===== src/rtl/cc1200_pkg.sv =====
`default_nettype none
// ============================================================================
// Module  : cc1200_pkg
// Brief   : Shared constants, state encoding and frame builder for the CC1200
//           SPI register-access engine.
// Revision: 1.0 - initial release
// ============================================================================
package cc1200_pkg;

    localparam logic [5:0] EXT_ADDR_PREFIX = 6'h2F;
    localparam logic [7:0] STROBE_MIN      = 8'h30;
    localparam logic [7:0] STROBE_MAX      = 8'h3D;

    typedef enum logic [2:0] {
        IDLE     = 3'd0,
        CS_SETUP = 3'd1,
        SHIFT    = 3'd2,
        HOLD     = 3'd3,
        DONE     = 3'd4
    } state_t;

    // Outgoing bytes left-aligned in bits[23:0] (first byte in [23:16]).
    typedef struct packed {
        logic [23:0] bits;
        logic [1:0]  nbytes;
    } frame_t;

    function automatic frame_t build_frame(
        input logic       rw,
        input logic       ext,
        input logic [7:0] addr,
        input logic [7:0] wdata
    );
        frame_t     f;
        logic [7:0] data;
        logic [7:0] addr6;
        data  = rw ? 8'h00 : wdata;
        addr6 = {2'b00, addr[5:0]};
        if (ext) begin
            f.bits   = {rw, 1'b0, EXT_ADDR_PREFIX, addr, data};
            f.nbytes = 2'd3;
        end else if (addr6 >= STROBE_MIN && addr6 <= STROBE_MAX) begin
            f.bits   = {rw, 1'b0, addr[5:0], 16'h0000};
            f.nbytes = 2'd1;
        end else begin
            f.bits   = {rw, 1'b0, addr[5:0], data, 8'h00};
            f.nbytes = 2'd2;
        end
        return f;
    endfunction

endpackage
`default_nettype wire


===== src/rtl/cc1200_sclk_gen.sv =====
`default_nettype none
// ============================================================================
// Module  : cc1200_sclk_gen
// Brief   : Mode-0 SCLK divider with low-phase-start and sample-point strobes.
// Revision: 1.0 - initial release
// ============================================================================
module cc1200_sclk_gen #(
    parameter int CLK_DIV = 5
) (
    input  logic clk,
    input  logic rst,
    input  logic en,
    output logic sclk,
    output logic low_start,
    output logic sample
);

    localparam int CW = (CLK_DIV > 1) ? $clog2(CLK_DIV) : 1;

    logic [CW-1:0] r_cnt;
    logic          r_phase;
    logic          w_phase_end;

    assign w_phase_end = (r_cnt == CW'(CLK_DIV - 1));

    // Disabled divider parks at the start of a low phase so the first bit
    // of a frame gets a full low half-period.
    always_ff @(posedge clk or posedge rst) begin
        if (rst) begin
            r_cnt   <= '0;
            r_phase <= 1'b0;
        end else if (!en) begin
            r_cnt   <= '0;
            r_phase <= 1'b0;
        end else if (w_phase_end) begin
            r_cnt   <= '0;
            r_phase <= ~r_phase;
        end else begin
            r_cnt   <= r_cnt + 1'b1;
        end
    end

    assign sclk      = r_phase;
    assign low_start = en && !r_phase && (r_cnt == '0);
    assign sample    = en &&  r_phase && w_phase_end;

endmodule
`default_nettype wire


===== src/rtl/cc1200_spi_master.sv =====
`default_nettype none
// ============================================================================
// Module  : cc1200_spi_master
// Brief   : CC1200 register/strobe access engine driving the SPI pins.
// Revision: 1.0 - initial release
// ============================================================================
module cc1200_spi_master
    import cc1200_pkg::*;
#(
    parameter int CLK_DIV     = 5,
    parameter int RDY_TIMEOUT = 1024,
    parameter int CS_HOLD     = 4
) (
    input  logic       clk,
    input  logic       rst,
    input  logic       cmd_valid,
    output logic       cmd_ready,
    input  logic       cmd_rw,
    input  logic       cmd_ext,
    input  logic [7:0] cmd_addr,
    input  logic [7:0] cmd_wdata,
    output logic       rsp_valid,
    output logic [7:0] rsp_rdata,
    output logic [7:0] rsp_status,
    output logic       rsp_timeout,
    output logic       busy,
    output logic       SCLK_0,
    output logic       MOSI_0,
    input  logic       MISO_0,
    output logic       CS_n_0
);

    localparam int TW = $clog2(RDY_TIMEOUT + 1);
    localparam int HW = $clog2(CS_HOLD + 1);

    state_t        r_state;
    state_t        w_next;
    frame_t        w_frame;
    logic [23:0]   r_tx;
    logic [23:0]   r_rx;
    logic [1:0]    r_nbytes;
    logic          r_rw;
    logic [2:0]    r_bit;
    logic [1:0]    r_byte;
    logic          r_shift_end;
    logic          r_timeout;
    logic [TW-1:0] r_to_cnt;
    logic [HW-1:0] r_hold_cnt;
    logic          r_mosi;
    logic          r_miso_meta;
    logic          r_miso_sync;
    logic          w_sclk_en;
    logic          w_low_start;
    logic          w_sample;
    logic          w_to_expire;
    logic          w_last_bit;
    logic [7:0]    w_status;

    assign w_frame     = build_frame(cmd_rw, cmd_ext, cmd_addr, cmd_wdata);
    assign w_to_expire = (r_to_cnt == TW'(RDY_TIMEOUT - 1));
    assign w_last_bit  = w_sample && (r_bit == 3'd7) &&
                         (r_byte == 2'(r_nbytes - 2'd1));

    cc1200_sclk_gen #(
        .CLK_DIV (CLK_DIV)
    ) u_sclk_gen (
        .clk       (clk),
        .rst       (rst),
        .en        (w_sclk_en),
        .sclk      (SCLK_0),
        .low_start (w_low_start),
        .sample    (w_sample)
    );

    // Idles high so a released bus never reads as CHIP_RDYn.
    always_ff @(posedge clk or posedge rst) begin
        if (rst) begin
            r_miso_meta <= 1'b1;
            r_miso_sync <= 1'b1;
        end else begin
            r_miso_meta <= MISO_0;
            r_miso_sync <= r_miso_meta;
        end
    end

    always_ff @(posedge clk or posedge rst) begin
        if (rst) r_state <= IDLE;
        else     r_state <= w_next;
    end

    always_comb begin
        w_next = r_state;
        case (r_state)
            IDLE:     if (cmd_valid)                w_next = CS_SETUP;
            CS_SETUP: if (!r_miso_sync)             w_next = SHIFT;
                      else if (w_to_expire)         w_next = HOLD;
            SHIFT:    if (r_shift_end)              w_next = HOLD;
            HOLD:     if (r_hold_cnt == HW'(CS_HOLD - 1)) w_next = DONE;
            DONE:                                   w_next = IDLE;
            default:                                w_next = IDLE;
        endcase
    end

    always_comb begin
        cmd_ready = (r_state == IDLE);
        busy      = (r_state != IDLE);
        rsp_valid = (r_state == DONE);
        CS_n_0    = !((r_state == CS_SETUP) || (r_state == SHIFT));
        w_sclk_en = (r_state == SHIFT) && !r_shift_end;
    end

    assign MOSI_0 = r_mosi;

    always_comb begin
        case (r_nbytes)
            2'd1:    w_status = r_rx[7:0];
            2'd2:    w_status = r_rx[15:8];
            default: w_status = r_rx[23:16];
        endcase
    end

    always_ff @(posedge clk or posedge rst) begin
        if (rst) begin
            r_tx        <= '0;
            r_rx        <= '0;
            r_nbytes    <= 2'd0;
            r_rw        <= 1'b0;
            r_bit       <= 3'd0;
            r_byte      <= 2'd0;
            r_shift_end <= 1'b0;
            r_timeout   <= 1'b0;
            r_to_cnt    <= '0;
            r_hold_cnt  <= '0;
            r_mosi      <= 1'b0;
            rsp_rdata   <= 8'h00;
            rsp_status  <= 8'h00;
            rsp_timeout <= 1'b0;
        end else begin
            r_hold_cnt <= '0;
            case (r_state)
                IDLE: begin
                    r_mosi <= 1'b0;
                    if (cmd_valid) begin
                        r_tx        <= w_frame.bits;
                        r_nbytes    <= w_frame.nbytes;
                        r_rw        <= cmd_rw;
                        r_rx        <= '0;
                        r_bit       <= 3'd0;
                        r_byte      <= 2'd0;
                        r_shift_end <= 1'b0;
                        r_timeout   <= 1'b0;
                        r_to_cnt    <= '0;
                    end
                end
                CS_SETUP: begin
                    r_to_cnt <= r_to_cnt + 1'b1;
                    if (r_miso_sync && w_to_expire) r_timeout <= 1'b1;
                end
                SHIFT: begin
                    if (w_low_start) r_mosi <= r_tx[23];
                    if (w_sample) begin
                        r_tx  <= {r_tx[22:0], 1'b0};
                        r_rx  <= {r_rx[22:0], r_miso_sync};
                        r_bit <= r_bit + 3'd1;
                        if (r_bit == 3'd7) r_byte <= r_byte + 2'd1;
                    end
                    if (w_last_bit) r_shift_end <= 1'b1;
                end
                HOLD: begin
                    r_mosi     <= 1'b0;
                    r_hold_cnt <= r_hold_cnt + 1'b1;
                    if (w_next == DONE) begin
                        rsp_timeout <= r_timeout;
                        rsp_status  <= r_timeout ? 8'hFF : w_status;
                        rsp_rdata   <= (!r_timeout && r_rw && r_nbytes != 2'd1)
                                       ? r_rx[7:0] : 8'h00;
                    end
                end
                default: r_mosi <= 1'b0;
            endcase
        end
    end

endmodule
`default_nettype wire


===== config.mk =====
export PLATFORM = sky130hd
export DESIGN_NAME = cc1200_spi_master
export DESIGN_NICKNAME = d
export VERILOG_FILES = /design/src/rtl/cc1200_pkg.sv /design/src/rtl/cc1200_sclk_gen.sv /design/src/rtl/cc1200_spi_master.sv
export SDC_FILE = /design/constraint.sdc
export NUM_CORES = 1
export LEC_CHECK = 0
export CAP_MARGIN = 40
export CELL_PAD_IN_SITES_DETAIL_PLACEMENT = 0
export CELL_PAD_IN_SITES_GLOBAL_PLACEMENT = 1
export CORE_MARGIN = 10
export CORE_UTILIZATION = 48
export CTS_BUF_LIST = sky130_fd_sc_hd__clkbuf_16
export CTS_CLUSTER_SIZE = 12
export DETAILED_ROUTE_END_ITERATION = 8
export PLACE_DENSITY = 0.89
export RECOVER_POWER = 50
export SLEW_MARGIN = 20
export SYNTH_ARGS = -nofsm -noshare
export SYNTH_HDL_FRONTEND = slang
export SYNTH_SLANG_ARGS = --single-unit

===== constraint.sdc =====
create_clock -name clk -period 9.2 [get_ports clk]
set_input_delay 2.3 -clock clk [delete_from_list [all_inputs] [get_ports clk]]
set_output_delay 2.3 -clock clk [all_outputs]
set_load 0.05 [all_outputs]

# Word level (Yosys, flattened, before mapping)
# Index checks and enable logic that the tools add are counted.
# word_totals
reg_bits,99
inputBits,22
output_inout_bits,23
wordCells,117
# classes
n_addsub,6
n_lt_le_gt_ge,2
eq_ne,20
n_mux,39
bitwise,2
n_reduce_logical,29
# op_table
op,n
$mux W24,5
$pmux W24 S2,2
$mux W3,10
$mux W8,3
$pmux W11 S2,1
$mux W18,1
$pmux W8 S2,1
$eq A3 B3 Y1 const B,4
$pmux W3 S4,1
$add A11 B1 Y11 const B,1
$eq A11 B10 Y1 const B,1
$logic_and A1 B1 Y1,11
$mux W11,1
$add A3 B1 Y3 const B,3
$eq A3 B2 Y1 const B,3
$reduce_and A3 Y1,3
$ne A2 B1 Y1 const B,4
$ne A2 B2 Y1 const B,4
$reduce_and A2 Y1,4
$ge A6 B6 Y1 const B,1
$le A6 B6 Y1 const B,1
$logic_not A3 Y1,2
$mux W1,6
$mux W2,3
other kinds (15),22

# Longest topological paths before layout
# Gate-level depths: netlist (run 1).
# logic_depth
depth_word,8
depth_mapped,8
depth_no_buf,6

# Hierarchy
# From an unflattened synthesis (run 1), not the netlist that was laid out.
# hier_totals
hier_cells,448
area_unflattened_um2,4618.2
# by_module_without_submodules
module,n_inst,cells_per_inst,area_per_inst_um2,seq_area_each_um2
cc1200_spi_master,1,428,4405.5,2379.8
cc1200_sclk_gen,1,20,212.7,100.1

# Worst setup path before layout (run 1)
# No wires, ideal clock.
# synth_timing
kind,flip-flop to output port
startpoint,reg r_state[1]
endpoint,out CS_n_0
arrival_ns,1.674
t_required_ns,6.900
setup_slack_ns,5.226
path_stages_with_launch,6
path_buffers,3
cell_sequence,dfrtp_1 buf_4 nor3b_2 buf_2 buf_4 nor2_1
# synth_between
elab_chain_len,3
elab_cells_between_ends,4
classes_between,eq/ne (2); reduce/logical (2)
# synth_rtl
element,line_no,text
"start, declared",cc1200_spi_master.sv:36,state_t r_state;
"start signal, assigned",cc1200_spi_master.sv:88,else r_state <= w_next;
$eq A3 B1 Y1 / $eq A3 B2 Y1 (equally long branches),cc1200_spi_master.sv:108,CS_n_0 = !((r_state == CS_SETUP) || (r_state == SHIFT));
$logic_or A1 B1 Y1 *,cc1200_spi_master.sv:108,
$logic_not A1 Y1 *,cc1200_spi_master.sv:108,
"end, declared",cc1200_spi_master.sv:30,output logic CS_n_0
# Mark *: on every way between the ends. The rest lies on a longest branch, timed or not.

# Worst setup path in the final report (run 1)
# Ends and elaborated chain as after synthesis.

==> results by group, run 1 <==
Run status
  – Status: finished, final reports clean

Routing
  – # DRC: 0
  – Wire length per cell: 16.13 µm
  – Routed vias: 3,429
  – Antenna viol nets, final: 0
  – Vias/cell: 5.576
  – TritonRoute pass-1 iters: 4
  – Iteration-0 DRC Markers: 241
  – Routed wire length: 9920 µm

Synthesis
  – Synth Net Count: 481
  – Main combinational cell family by area after synthesis: compound AO/OA/AOI/OAI gates
  – Synth Area in Compound Gates: 20.17%
  – Simple-gate share of the synthesized area: 16.51%
  – Area share of fa/ha/maj cells after synthesis: 2.440%
  – Mux cell area share after synthesis: 1.572%
  – Mean Syn Cell Area: 10.26 µm²
  – XOR/XNOR share of the synthesized area: 0.9488%
  – Yosys warning total: 0
  – Register area share after synthesis: 53.73%
  – Synth Instances: 450
  – Mapped cell area: 4616 µm²
  – Synthesis-stage register bit count: 99
  – Netlist cell types: 44

Timing
  – Final setup violation count: 0
  – Hold Violations, Final: 0
  – Worst rel slew slack: 7.412%
  – F_max: 214.0 MHz
  – Slew @ Worst Pin: 1.381 ns
  – Setup TNS Final: 0 ns
  – Part of the cycle the worst path needs: 50.79%
  – RSZ-0062 raised after global routing: false
  – Setup Skew: 0.009298 ns
  – Final Max Tran Viols: 0
  – Min cycle time layout: 4.673 ns

Clocking
  – Clock buffer count from CTS: 9
  – Worst-skew pair later-pin latency: 0.34 ns
  – Clk Tree Root Cell: clkbuf_16
  – CTS tree: yes
  – Post-CTS Resized: 0
  – CTS clk-pin slew, worst paths: 0.06 ns
  – H-tree depth: 3
  – Post-CTS setup buffer count: 0
  – CTS Buffer Depth: 2
  – Num Clock Sinks: 99
  – Cts hold-fix bufs: 0

Die
  – Die W: 118.1 µm
  – Die Area: 13,940 µm²
  – Die H: 118.1 µm
  – Row cnt: 35
  – Ports: 45
  – Core footprint: 9284 µm²
  – Initial core utilization: 49.72%

Placement
  – Gp weighted congestion: 0.8463
  – # port buffers: 44
  – Hpwl dp: 6909 µm

Setup path
  – Worst Setup Start Kind: flop
  – Worst-path maximum fanout: 16
  – Nature of the critical path endpoint: output port
  – CP arrival: 2.37 ns
  – Crit Path Class: reg2out
  – Critical path required time: 6.90 ns

Finish
  – NumNets Final: 512
  – Fraction of layout cells with a size suffix above 1: 5.967%
  – Fillers: 823
  – Area grow syn2layout: 17.10%
  – Finished Core Util: 58.22%
  – Antenna Cells: 0

Power
  – Peak VDD IR: 0.1256 mV
  – Pwr Density: 275.5 nW/µm²
  – Leakage power: 2.405 nW

GRT
  – Total track usage: 14.39%
  – Initial antenna violation count: 0
  – Largest net degree at the start of global routing: 69
  – Remaining global-route overflow: 0
  – Number of global-route vias before repair: 3,384
  – First-pass GRT wire length: 16,890 µm

Job
  – Max-cap check violation count: 0

Hold path
  – Hold Crit Class: reg2reg
-- worst max-delay path, stage by stage, from the launching register on --
cell and delay [ns]:
dfrtp_1 0.52, nor3b_4 0.67, nor2_1 0.10, clkdlybuf4s50_1 0.73
-- worst paths after layout --
check	startpoint	end	slack, ns	cells past startpoint
min in group asynchronous	rst	r_tx[12]	2.71	2
worst max-delay path	r_state[1]	CS_n_0	4.53	3
max in group asynchronous	rst	rsp_status[5]	5.16	4
worst max register to register	r_state[2]	r_tx[0]	6.34	4
worst min register to register	r_miso_meta	r_miso_sync	0.36	0
worst min-delay path	r_miso_meta	r_miso_sync	0.36	0
-- synth_stat cells, drive strengths merged --
cell type,instances,area share (%)
dfrtp,97,53
nand2,59,4.8
o21ai,48,5.2
a22o,35,6.6
nor2,35,2.8
a21oi,19,2.1
buf,19,2.8
clkbuf,13,1.1
o31ai,11,1.8
nor3,10,1.1
ha,9,2.4
a211oi,8,1.3
a22oi,8,1.3
inv,8,0.65
nand2b,8,1.1
and3,7,0.95
or3,7,0.95
mux2i,5,1.1
nand3,5,0.54
and2,4,0.54
nand4,4,0.54
xor2,4,0.76
a31oi,3,0.41
nor3b,3,0.81
nor4b,3,1.0
o211ai,3,0.49
dfstp,2,1.1
mux2,2,0.49
or3b,2,0.38
a2111oi,1,0.33
a32o,1,0.22
and3b,1,0.19
clkinv,1,0.081
nand3b,1,0.16
nor2b,1,0.14
nor4,1,0.46
o41ai,1,0.35
xnor2,1,0.19
-- state kept, by name (all words and copies together) (netlist names) --
signal / count
r_byte: 2
u_sclk_gen.sclk: 1
r_miso_sync: 1
rsp_rdata: 8
rsp_timeout: 1
MOSI_0: 1
rsp_status: 8
u_sclk_gen.r_cnt: 3
r_bit: 3
r_rx: 24
r_timeout: 1
r_state: 3
r_nbytes: 2
r_to_cnt: 11
r_tx: 24
r_hold_cnt: 3
r_miso_meta: 1
r_shift_end: 1
r_rw: 1
-- metal layers --
metal	track usage [%]	routed length [µm]
met5	0	0
met4	5.719	175
met3	3.405	595
met2	23.16	4835
met1	18.16	4314
-- final cells by class --
type                            instances  area (µm²)  share of cell area, %
Tap cell                              129       161.4                  2.986
Clock inverter                          7       67.56                  1.250
Inverter                                9       35.03                 0.6481
Timing Repair Buffer                   52       533.0                  9.861
Clock buffer                            9       225.2                  4.167
Sequential cell                        99        2480                  45.88
Multi-Input combinational cell        310        1903                  35.21
-- per-stage QoR --
step	hold WS, ns	area, µm²	total power [mW]	setup slack [ns]	std cells
3_3_place_gp	0.3453	5076	1.108	4.530	594
5_1_grt	0.3638	5405	1.584	4.402	615
3_5_place_dp	0.3482	5121	1.131	4.692	597
2_1_floorplan	0.3452	4616	0.9897	4.313	450
6_report	0.3566	5405	1.489	4.527	615
4_1_cts	0.3577	5414	1.510	4.504	613
-- cells in the final DEF (no fill, tap or decap), types with 3 or more instances in the layout --
cell type / synthesis / layout
or3_1: 7 / 7
a211oi_1: 8 / 8
a22o_1: 35 / 35
nand4_1: 4 / 4
nor4b_1: 1 / 3
dlygate4sd3_1: 0 / 3
o211ai_1: 3 / 3
clkbuf_16: 0 / 9
nor2_1: 35 / 35
a31oi_1: 3 / 3
a21oi_1: 18 / 18
inv_1: 8 / 9
nand2_1: 59 / 59
o21ai_0: 48 / 48
clkdlybuf4s50_1: 0 / 41
a22oi_1: 8 / 8
o31ai_1: 11 / 11
dfrtp_1: 97 / 97
mux2i_1: 5 / 5
buf_8: 0 / 3
and2_1: 4 / 4
and3_1: 7 / 7
nor3_1: 10 / 10
nand3_1: 5 / 5
ha_1: 9 / 9
nand2b_1: 8 / 8
xor2_1: 4 / 4
-- logic make-up (layout without fill, tap and decap cells) --
group,Yosys count,count (layout)
simple gates,151,151
compound gates,138,138
flops,99,99
buf+inv,41,77
fa+ha+maj,9,9
mux,7,7
xor+xnor,5,5
-- where the power goes --
part / leakage [nW] / switching [mW] / internal (mW)
combinational: 0.928 / 0.335 / 0.181
clock: 0.150 / 0.165 / 0.211
sequential: 1.33 / 0.0691 / 0.528
Power figures use the tool's default switching activity.
==> run 2: changes to the inputs <==
Settings changed: CORE_UTILIZATION 48 to 40, PLACE_DENSITY 0.89 to 0.8.
Clock period 9.2 ns to 4 ns, I/O delays scaled along.
==> run 2 against run 1 <==
Net effect: the run now ends with max-capacitance violations, max-slew violations left; non-clock buffer count increased by 2; critical path depth unchanged; first-iteration DRC count decreased by 4.6%; setup slack got worse by 3.8 ns; register-to-register slack got worse by 5.2 ns; sequential power increased by 130%; core utilization decreased by 11 points; cell area increased by 0.35%; largest cell class unchanged; largest power group unchanged.
==> results by group, run 2 (same netlist as run 1, synthesis figures left out) <==
Finish
  – Final Non-Filler Cells: 631 (+2.6%)
  – Storage element area: 2480 µm² (unchanged)
  – NumNets Final: 514 (+0.39%)
  – Fillers: 1,059 (+29%)
  – Area grow syn2layout: 17.51%
  – Multi-input gate area: 1916 µm² (+0.66%)
  – Top flop regs: r_rx (24), r_tx (24), r_to_cnt (11)
  – Antenna Cells: 0 (unchanged)
  – Commonest non-fill, non-tap cell in the layout: dfrtp_1
  – Fraction of layout cells with a size suffix above 1: 7.582% (+1.6 points)
  – Most frequent cells in the layout: dfrtp_1, nand2_1, o21ai_0

Timing
  – Hold Violations, Final: 0 (unchanged)
  – Worst rel slew slack: -44.97% (-52 points)
  – F_max: 307.4 MHz
  – Setup TNS Final: 0 ns (unchanged)
  – Setup Skew: 0.007856 ns (-0.001441 ns)
  – Part of the cycle the worst path needs: 81.34%
  – Slew @ Worst Pin: 2.163 ns (+0.7815 ns)
  – Min cycle time layout: 3.254 ns
  – Final setup violation count: 0 (unchanged)
  – RSZ-0062 raised after global routing: false
  – Final Max Tran Viols: 51 (+51)

Routing
  – Vias/cell: 5.393 (-3.3%)
  – Wire length per cell: 15.85 µm (-1.8%)
  – Iteration-0 DRC Markers: 230 (-4.6%)
  – Routed vias: 3,403 (-0.76%)
  – TritonRoute pass-1 iters: 4 (unchanged)
  – # DRC: 0 (unchanged)
  – Antenna viol nets, final: 0 (unchanged)
  – Routed wire length: 9999 µm (+0.80%)

Die
  – Die Area: 16,240 µm² (+16%)
  – Core footprint: 11,370 µm² (+22%)
  – Initial core utilization: 40.60% (-9.1 points)
  – Ports: 45 (unchanged)
  – Row cnt: 39 (+11%)
  – Die W: 127.4 µm (+7.9%)
  – Die H: 127.4 µm (+7.9%)

Setup path
  – Worst Setup Start Kind: input port
  – Crit Path Class: in2async
  – Worst-path maximum fanout: 51 (+35)
  – Critical path required time: 4.41 ns (-2.49 ns)
  – Nature of the critical path endpoint: asynchronous set/reset pin
  – CP arrival: 3.66 ns (+1.29 ns)
  – FF-to-FF setup slack: 1.13 ns (-5.21 ns)

Clocking
  – Clk Tree Root Cell: clkbuf_16
  – Cts hold-fix bufs: 0 (unchanged)
  – CTS clk-pin slew, worst paths: 0.07 ns (about the same)
  – Clock buffer count from CTS: 9 (unchanged)
  – CTS tree: yes
  – Post-CTS setup buffer count: 0 (unchanged)
  – H-tree depth: 3 (unchanged)
  – Num Clock Sinks: 99 (unchanged)
  – Worst-skew pair later-pin latency: 0.35 ns (about the same)
  – CTS Buffer Depth: 2 (unchanged)
  – Post-CTS Resized: 0 (unchanged)

Power
  – Pwr Density: 625.2 nW/µm² (+130%)
  – Peak VDD IR: 0.5046 mV (+300%)
  – Leakage power: 2.399 nW (-0.24%)

GRT
  – Largest net degree at the start of global routing: 52 (-25%)
  – Initial antenna violation count: 0 (unchanged)
  – Number of global-route vias before repair: 3,477 (+2.7%)
  – Remaining global-route overflow: 0 (unchanged)
  – First-pass GRT wire length: 17,490 µm (+3.6%)
  – Total track usage: 12.92% (-1.5 points)

Placement
  – Hpwl dp: 7015 µm (+1.5%)
  – # port buffers: 44 (unchanged)
  – Gp weighted congestion: 0.8276 (-2.2%)
  – Post-Place Cells: 614 (+2.8%)

Run status
  – Failing checks: max-capacitance violations, max-slew violations
  – Status: complete, but fails checks

Hold path
  – Hold Crit Class: reg2reg

Job
  – Max-cap check violation count: 2 (+2)
==> run 2: cell count changes in the layout (fill, tap and decap cells not counted), sizes merged <==
cell      previous run  this run
buf                  6         9
clkinvlp             1         3
bufinv               1         0
clkbuf              11        10
inv                 11        10
==> run 2: routing by layer <==
metal | track usage (%) | up-vias | routed length [µm]
met3 | 4.342 | 17 | 538
met5 | 0 | - | 0
li1 | - | 1673 | -
met4 | 4.220 | 0 | 221
met1 | 16.65 | 1640 | 4693
met2 | 19.98 | 73 | 4545
==> run 2: layout make-up <==
type | instances | share of cell area, %
Timing Repair Buffer | 54 | 9.735
Inverter | 9 | 0.6459
Multi-Input combinational cell | 310 | 35.32
Tap cell | 143 | 3.299
Sequential cell | 99 | 45.72
Clock inverter | 7 | 1.130
Clock buffer | 9 | 4.152
==> run 2: path summary, 6_finish.rpt <==
kind | from | cells after the start | endpoint
min in group asynchronous | rst | 2 | u_sclk_gen.r_cnt[0]
setup reg to reg | r_state[2] | 4 | r_tx[0]
setup / recovery | rst | 3 | rsp_status[3]
max in group clk | r_state[0] | 3 | CS_n_0
hold / removal | r_miso_meta | 0 | r_miso_sync
hold reg to reg | r_miso_meta | 0 | r_miso_sync
==> run 2: metrics by stage <==
step | total power [mW] | utilization, % | instance area, µm² | setup WS, ns | hold slack (ns)
detailed placement | 2.606 | 45.44 | 5166 | 1.057 | 0.3550
finish | 3.391 | 47.71 | 5424 | 0.7464 | 0.3591
global route | 3.628 | 47.71 | 5424 | 0.2880 | 0.3632
CTS | 3.456 | 47.96 | 5453 | 0.6639 | 0.3603
floorplan | 2.276 | - | 4616 | 0.4129 | 0.3452
global placement | 2.568 | 45.17 | 5136 | 1.161 | 0.3481
==> run 2: worst max-delay path: stages <==
cell           delay [ns]
dlygate4sd3_1        0.55
clkinvlp_2           1.23
clkbuf_4             0.86
==> run 2: power breakdown <==
part           switching [mW]  internal [mW]
Combinational           0.762          0.418
Clock                   0.403          0.434
Sequential              0.160           1.21
